[src/rtl/ifu_fetch_pkg.sv]
// Shared definitions for the instruction fetch unit: FSM encodings, the reset
// instruction and the pc_src select values.
package ifu_fetch_pkg;

  typedef enum logic [1:0] {
    IFU_REQ  = 2'd0,
    IFU_WAIT = 2'd1,
    IFU_EXEC = 2'd2,
    IFU_HALT = 2'd3
  } ifu_state_e;

  localparam logic [31:0] NOP_INST = 32'h0000_0013;

  localparam logic PC_FROM_SNPC = 1'b0;
  localparam logic PC_FROM_ALU  = 1'b1;

endpackage

[src/rtl/ifu_pc_reg.sv]
// Architectural PC register with the next-PC mux and the word-alignment check
// on the selected target.
module ifu_pc_reg
  import ifu_fetch_pkg::*;
#(
  parameter int                 ADDR_W   = 32,
  parameter logic [ADDR_W-1:0]  RESET_PC = 32'h8000_0000
) (
  input  logic              clk,
  input  logic              rst,
  input  logic              load,
  input  logic              pc_src,
  input  logic [ADDR_W-1:0] alu_result,
  output logic [ADDR_W-1:0] pc,
  output logic [ADDR_W-1:0] snpc,
  output logic [ADDR_W-1:0] npc,
  output logic              npc_misaligned
);

  // Wraps naturally modulo 2^ADDR_W.
  assign snpc = pc + ADDR_W'(4);

  // Bit 0 of an ALU target is dropped so jalr lands on an even address.
  always_comb begin
    npc = snpc;
    if (pc_src == PC_FROM_ALU) begin
      npc = {alu_result[ADDR_W-1:1], 1'b0};
    end
  end

  assign npc_misaligned = npc[1];

  always_ff @(posedge clk or posedge rst) begin
    if (rst) begin
      pc <= RESET_PC;
    end else if (load) begin
      pc <= npc;
    end
  end

endmodule

[src/rtl/ifu_fetch.sv]
// Instruction fetch stage: request/response FSM, response watchdog, held
// instruction register and sticky error flag around the PC register.
module ifu_fetch
  import ifu_fetch_pkg::*;
#(
  parameter int                ADDR_W    = 32,
  parameter logic [ADDR_W-1:0] RESET_PC  = 32'h8000_0000,
  parameter int                TIMEOUT_W = 8
) (
  input  logic              clk,
  input  logic              rst,
  output logic              mem_req_valid,
  input  logic              mem_req_ready,
  output logic [ADDR_W-1:0] mem_req_addr,
  input  logic              mem_resp_valid,
  input  logic [31:0]       mem_resp_data,
  output logic              mem_resp_ready,
  output logic [31:0]       inst,
  output logic [ADDR_W-1:0] pc,
  output logic [ADDR_W-1:0] snpc,
  output logic              inst_valid,
  input  logic              exec_done,
  input  logic              pc_src,
  input  logic [ADDR_W-1:0] alu_result,
  output logic              fetch_err,
  output logic [1:0]        state_dbg
);

  // Handshakes: a transfer happens on a rising clk edge where valid && ready.
  // The ifu raises mem_req_valid only in REQ and mem_resp_ready only in WAIT,
  // so a response can never complete in the same cycle as its request.

  ifu_state_e        state_q, state_d;
  logic              pc_load;
  logic              inst_load;
  logic              err_set;
  logic              wd_expire;
  logic [ADDR_W-1:0] npc;
  logic              npc_misaligned;

  ifu_pc_reg #(
    .ADDR_W   (ADDR_W),
    .RESET_PC (RESET_PC)
  ) u_pc_reg (
    .clk            (clk),
    .rst            (rst),
    .load           (pc_load),
    .pc_src         (pc_src),
    .alu_result     (alu_result),
    .pc             (pc),
    .snpc           (snpc),
    .npc            (npc),
    .npc_misaligned (npc_misaligned)
  );

  assign mem_req_addr = pc;
  assign state_dbg    = state_q;

  // Counter restarts every time WAIT is entered; expiry fires on the WAIT
  // cycle that would bring it to all-ones, unless a response arrives then.
  generate
    if (TIMEOUT_W > 0) begin : g_wd
      localparam logic [TIMEOUT_W-1:0] WD_LAST = ~TIMEOUT_W'(1);
      logic [TIMEOUT_W-1:0] wd_q;

      always_ff @(posedge clk or posedge rst) begin
        if (rst) begin
          wd_q <= '0;
        end else if (state_q == IFU_WAIT) begin
          wd_q <= wd_q + TIMEOUT_W'(1);
        end else begin
          wd_q <= '0;
        end
      end

      assign wd_expire = (state_q == IFU_WAIT) && !mem_resp_valid && (wd_q == WD_LAST);
    end else begin : g_no_wd
      assign wd_expire = 1'b0;
    end
  endgenerate

  always_ff @(posedge clk or posedge rst) begin
    if (rst) begin
      state_q <= IFU_REQ;
    end else begin
      state_q <= state_d;
    end
  end

  always_comb begin
    state_d        = state_q;
    pc_load        = 1'b0;
    inst_load      = 1'b0;
    err_set        = 1'b0;
    mem_req_valid  = 1'b0;
    mem_resp_ready = 1'b0;
    inst_valid     = 1'b0;
    case (state_q)
      IFU_REQ: begin
        mem_req_valid = 1'b1;
        if (mem_req_ready) begin
          state_d = IFU_WAIT;
        end
      end
      IFU_WAIT: begin
        mem_resp_ready = 1'b1;
        if (mem_resp_valid) begin
          inst_load = 1'b1;
          state_d   = IFU_EXEC;
        end else if (wd_expire) begin
          err_set = 1'b1;
          state_d = IFU_HALT;
        end
      end
      IFU_EXEC: begin
        inst_valid = 1'b1;
        if (exec_done) begin
          if (npc_misaligned) begin
            err_set = 1'b1;
            state_d = IFU_HALT;
          end else begin
            pc_load = 1'b1;
            state_d = IFU_REQ;
          end
        end
      end
      IFU_HALT: begin
        state_d = IFU_HALT;
      end
      default: begin
        state_d = IFU_HALT;
      end
    endcase
  end

  always_ff @(posedge clk or posedge rst) begin
    if (rst) begin
      inst <= NOP_INST;
    end else if (inst_load) begin
      inst <= mem_resp_data;
    end
  end

  always_ff @(posedge clk or posedge rst) begin
    if (rst) begin
      fetch_err <= 1'b0;
    end else if (err_set) begin
      fetch_err <= 1'b1;
    end
  end

endmodule

[config.mk]
export PLATFORM = sky130hd
export DESIGN_NAME = ifu_fetch
export DESIGN_NICKNAME = d
export VERILOG_FILES = /design/src/rtl/ifu_fetch_pkg.sv /design/src/rtl/ifu_pc_reg.sv /design/src/rtl/ifu_fetch.sv
export SDC_FILE = /design/constraint.sdc
export NUM_CORES = 1
export LEC_CHECK = 0
export BUFFER_PORTS_ARGS = -buffer_cell sky130_fd_sc_hd__buf_4
export CORE_MARGIN = 2
export CORE_UTILIZATION = 50
export CTS_CLUSTER_SIZE = 40
export DETAILED_ROUTE_END_ITERATION = 8
export PLACE_DENSITY = 0.81
export SETUP_SLACK_MARGIN = 0.4
export SYNTH_ARGS = -nofsm -noshare
export SYNTH_HDL_FRONTEND = slang
export SYNTH_HIERARCHICAL = 1
export SYNTH_SLANG_ARGS = --single-unit
[constraint.sdc]
create_clock -name clk -period 2.4 [get_ports clk]
set_clock_uncertainty 0.05 [all_clocks]
set_input_delay 0.36 -clock clk [delete_from_list [all_inputs] [get_ports clk]]
set_output_delay 0.36 -clock clk [all_outputs]
set_load 0.05 [all_outputs]
Yosys cells after proc, flatten, opt, wreduce, memory -nomap -nowiden
Cells that the tools add are included.
{"block": "word_totals", "regBits": 75, "latchBits": 0, "mem_bits_rw": 0, "mem_bits_ro": 0, "inputBits": 70, "output_inout_bits": 134, "wordCells": 40, "n_memories": 0}
{"block": "op_classes", "addsub": 2, "multipliers": 0, "div": 0, "n_lt_le_gt_ge": 0, "n_eq_ne": 7, "n_shift": 0, "mux": 21, "n_bitwise": 0, "reduce_logical": 5}
{"operator": "32-bit by 3-bit adder with 32-bit output, second input constant", "count": 1}
{"operator": "32-bit two-way mux", "count": 1}
{"operator": "1-bit two-way mux", "count": 12}
{"operator": "2-bit two-way mux", "count": 5}
{"operator": "8-bit by 1-bit adder with 8-bit output, second input constant", "count": 1}
{"operator": "8-bit == test, second input constant", "count": 1}
{"operator": "8-bit two-way mux", "count": 1}
{"operator": "2-bit case mux with 4 select lines", "count": 1}
{"operator": "2-bit == test, second input constant", "count": 2}
{"operator": "2-bit inequality test, second input constant", "count": 2}
{"operator": "3-bit inequality test, second input constant", "count": 1}
{"operator": "3-bit AND reduction", "count": 1}
{"operator": "2-bit by 1-bit == test with 1-bit output, second input constant", "count": 1}
{"operator": "1-bit logical AND", "count": 2}
{"operator": "2-bit logical NOT", "count": 1}
{"operator": "1-bit case mux with 2 select lines", "count": 1}
{"operator": "1-bit logical NOT", "count": 1}

Logic depth before layout (Yosys ltp)
{"block": "logic_depth", "ltp_word": 6, "mapped_depth": 10}

Hierarchy
Netlist, hierarchy kept.
{"module": "ifu_pc_reg", "n_inst": 1, "cells_each": 369, "area_each_um2": 2949.1, "seq_area_each_um2": 802.0}
{"module": "ifu_fetch", "n_inst": 1, "cells_each": 160, "area_each_um2": 2175.8, "seq_area_each_um2": 1079.8}

Worst setup path before layout
Ideal clock, no wire load.
{"block": "synth_path", "path_type": "register -> output", "from": "register u_pc_reg.pc[2]", "to": "output port snpc[28]", "arrival_ns": 2.632, "required_ns": 1.990, "setup_slack_ns": -0.642, "path_stages_with_launch": 7, "path_buffers": 1, "cell_sequence": "dfrtp_1 -> ha_1 -> and4_1 -> and3_1 -> clkbuf_1 -> nand3_1 -> xnor2_1"}
{"block": "synth_via", "elab_chain_len": 1}
{"item": "start, declared", "line": "ifu_pc_reg.sv:14", "source": "output logic [ADDR_W-1:0] pc,"}
{"item": "start signal, assigned", "line": "ifu_pc_reg.sv:37", "source": "pc <= npc;"}
{"item": "32-bit by 3-bit adder with 32-bit output", "line": "ifu_pc_reg.sv:21", "source": "assign snpc = pc + ADDR_W'(4);"}
{"item": "end, declared", "line": "ifu_fetch.sv:20", "source": "output logic [ADDR_W-1:0] snpc,"}
Every way passes these cells.

Worst setup path after layout
{"block": "layout_path", "from": "register u_pc_reg.pc[2]", "to": "output port snpc[27]"}
The elaborated chain is that of the path after synthesis.

==> qor.csv <==
metric;value;unit
outcome;finished with violations;
failing checks;setup timing;
syn nets;566;
WS Path Type;reg -> out;
WL/cell;20.8;µm
Clock Tree Root;clkbuf_8;
clock latency at the later pin of the worst-skew pair;0.36;ns
die area;10400;µm²
DRT Pass-1 Iters;5;
largest net degree at the start of global routing;52;
P_int;5350;µW
Die H;102;µm
endpoints failing hold;0;
Routed WL;17.9;mm
switching share of power;54.4;%
wl on met1;6.39;mm
Clock power frac;9.1;%
gr usage total;30.6;%
Reg power frac;19.9;%
drt via density;5.97;
core outline area;9280;µm²
slack of the critical path;-0.198;ns
IO Count;204;
grt ovf;0;
CTS Sinks;75;
relative slew slack;63.4;%
Slew @ Worst Pin;0.548;ns
Synth Warn #;6;
met3 wire len;1.61;mm
cell row count;35;
top sig layer;met4;
worst path required time;1.99;ns
RSZ-0062 raised after global routing;yes;
Switching Power;6390;µW
HPWL reported at the end of detailed placement;10.9;mm
effective utilization at floorplan;51.8;%
final hold slack;0.184;ns
static leakage;0.00381;µW
Startpoint Class;flip-flop;
antenna violations before repair;0;
Filler cells;468;
I/O Buffers;202;
Final Critical Period;2.60;ns
CTS Buffer Depth;2;
CTS tree;yes;
Detailed Route Iter0 Violations;325;
Synth Cell Area;4810;µm²
Power, Total;11700;µW
period utilization;108;%
Power Dens Cells;1470;nW/µm²
Critical Path Sink Type;primary output;
WL met2;9.04;mm
post-place instance area;6830;µm²
ANT cells;0;
# setup viols final;18;
gate count of the mapped netlist;489;
routed via count;5159;
nets;807;
max-slew violations;0;
MaxCap Viol Count;0;
Placer Congestion;0.904;
VDD IR-drop max;1.35;mV
worst-path fanout max;5;
width of the die;102;µm
Layout area overhead;66.1;%
ANT nets after route;0;
DRC violations left;0;
Gate power share;71.0;%
vias in the first global route;4823;
total clock buffers created by CTS;9;
Hold WC Path Type;in -> reg;
fin area;7990;µm²
H-Tree Depth;3;
share of cells above drive strength 1;64.1;%
crit path DAT;2.19;ns
Worst-path clk slew;0.09;ns
Mean Syn Cell Area;9.84;µm²
achievable frequency;0.385;GHz
first-pass GRT wire length;24.7;mm
power groups by stage:
stage          sequential [µW]  combinational [µW]  clock (µW)
2_1_floorplan             4160                3680           0
3_3_place_gp              2270                7440           0
3_5_place_dp              2290                7560           0
4_1_cts                   2310                8000        1060
5_1_grt                   2390                8630        1130
6_report                  2340                8340        1060
critical path, stage by stage, from the launching register on:
cell and delay, ns:
dfrtp_2 0.38, nand4_1 0.18, or4_4 0.64, o31a_1 0.26, or2_4 0.23, buf_8 0.15
path summary, 6_finish.rpt:
| path | slack (ns) | to | startpoint | depth (start not counted) |
|---|---|---|---|---|
| max | -0.20 | snpc[27] | u_pc_reg/pc[2]$_DFFE_PP0P_ | 5 |
| min | 0.18 | inst[12]$_DFFE_PP0P_ | mem_resp_data[12] | 2 |
| max reg2reg | 0.34 | u_pc_reg/pc[26]$_DFFE_PP0P_ | state_dbg[0]$_DFFE_PP0P_ | 10 |
| min reg2reg | 0.46 | fetch_err$_DFFE_PP0P_ | fetch_err$_DFFE_PP0P_ | 2 |
| max in group asynchronous | 1.11 | inst[1]$_DFFE_PP1P_ | rst | 4 |
| min in group asynchronous | 0.56 | g_wd.wd_q[4]$_DFF_PP0_ | rst | 3 |
state kept, by name, summed over array words and instances (netlist names):
name	flops
fetch_err	1
g_wd.wd_q	8
inst	32
state_dbg	2
u_pc_reg/pc	32
through the flow:
| step | instances | util, % | setup WS, ns | setup TNS [ns] |
|---|---|---|---|---|
| final | 864 | 86.1 | -0.198 | -1.75 |
| after global routing | 864 | 86.1 | -0.248 | -2.94 |
| after CTS | 845 | 82.7 | -0.154 | -0.943 |
| after detailed placement | 799 | 73.6 | 0.161 | 0 |
| after global placement | 799 | 73.6 | 0.163 | 0 |
| after floorplan | 489 | - | 0.0237 | 0 |
metal layers:
metal	global-route usage [%]	up-vias
li1	-	2212
met1	36.0	2487
met2	54.2	376
met3	6.50	84
met4	12.8	0
met5	0	-
repair_timing:
item,CTS,global route
buffers inserted,28,18
endpoints found under the hold margin,7,0
gates cloned,1,1
hold buffers,1,0
resized for setup,93,37
setup endpoints to repair,31,38
pin swaps,38,29
area by class of cell:
type / instances / area [µm²] / area share (%)
clock buffers: 9 / 124 / 1.55
flip-flops and latches: 75 / 1920 / 24.0
inverters: 17 / 67.6 / 0.845
well taps: 129 / 161 / 2.02
clock inverters: 7 / 82.6 / 1.03
repair buffers: 292 / 2520 / 31.6
multi-input cells: 335 / 3120 / 39.0
layout by cell type, fill, tap and decap left out, types with 9 or more instances in the layout:
| cell | instances |
|---|---|
| nand4_1 | 11 |
| mux2_4 | 31 |
| dfrtp_1 | 45 |
| buf_4 | 235 |
| inv_1 | 13 |
| nor3_1 | 16 |
| dfrtp_2 | 25 |
| o21ai_0 | 17 |
| clkbuf_8 | 9 |
| buf_8 | 15 |
| nor2_1 | 16 |
| nand2_1 | 35 |
| buf_6 | 32 |
Note: power is estimated with default switching activity, not from simulation.
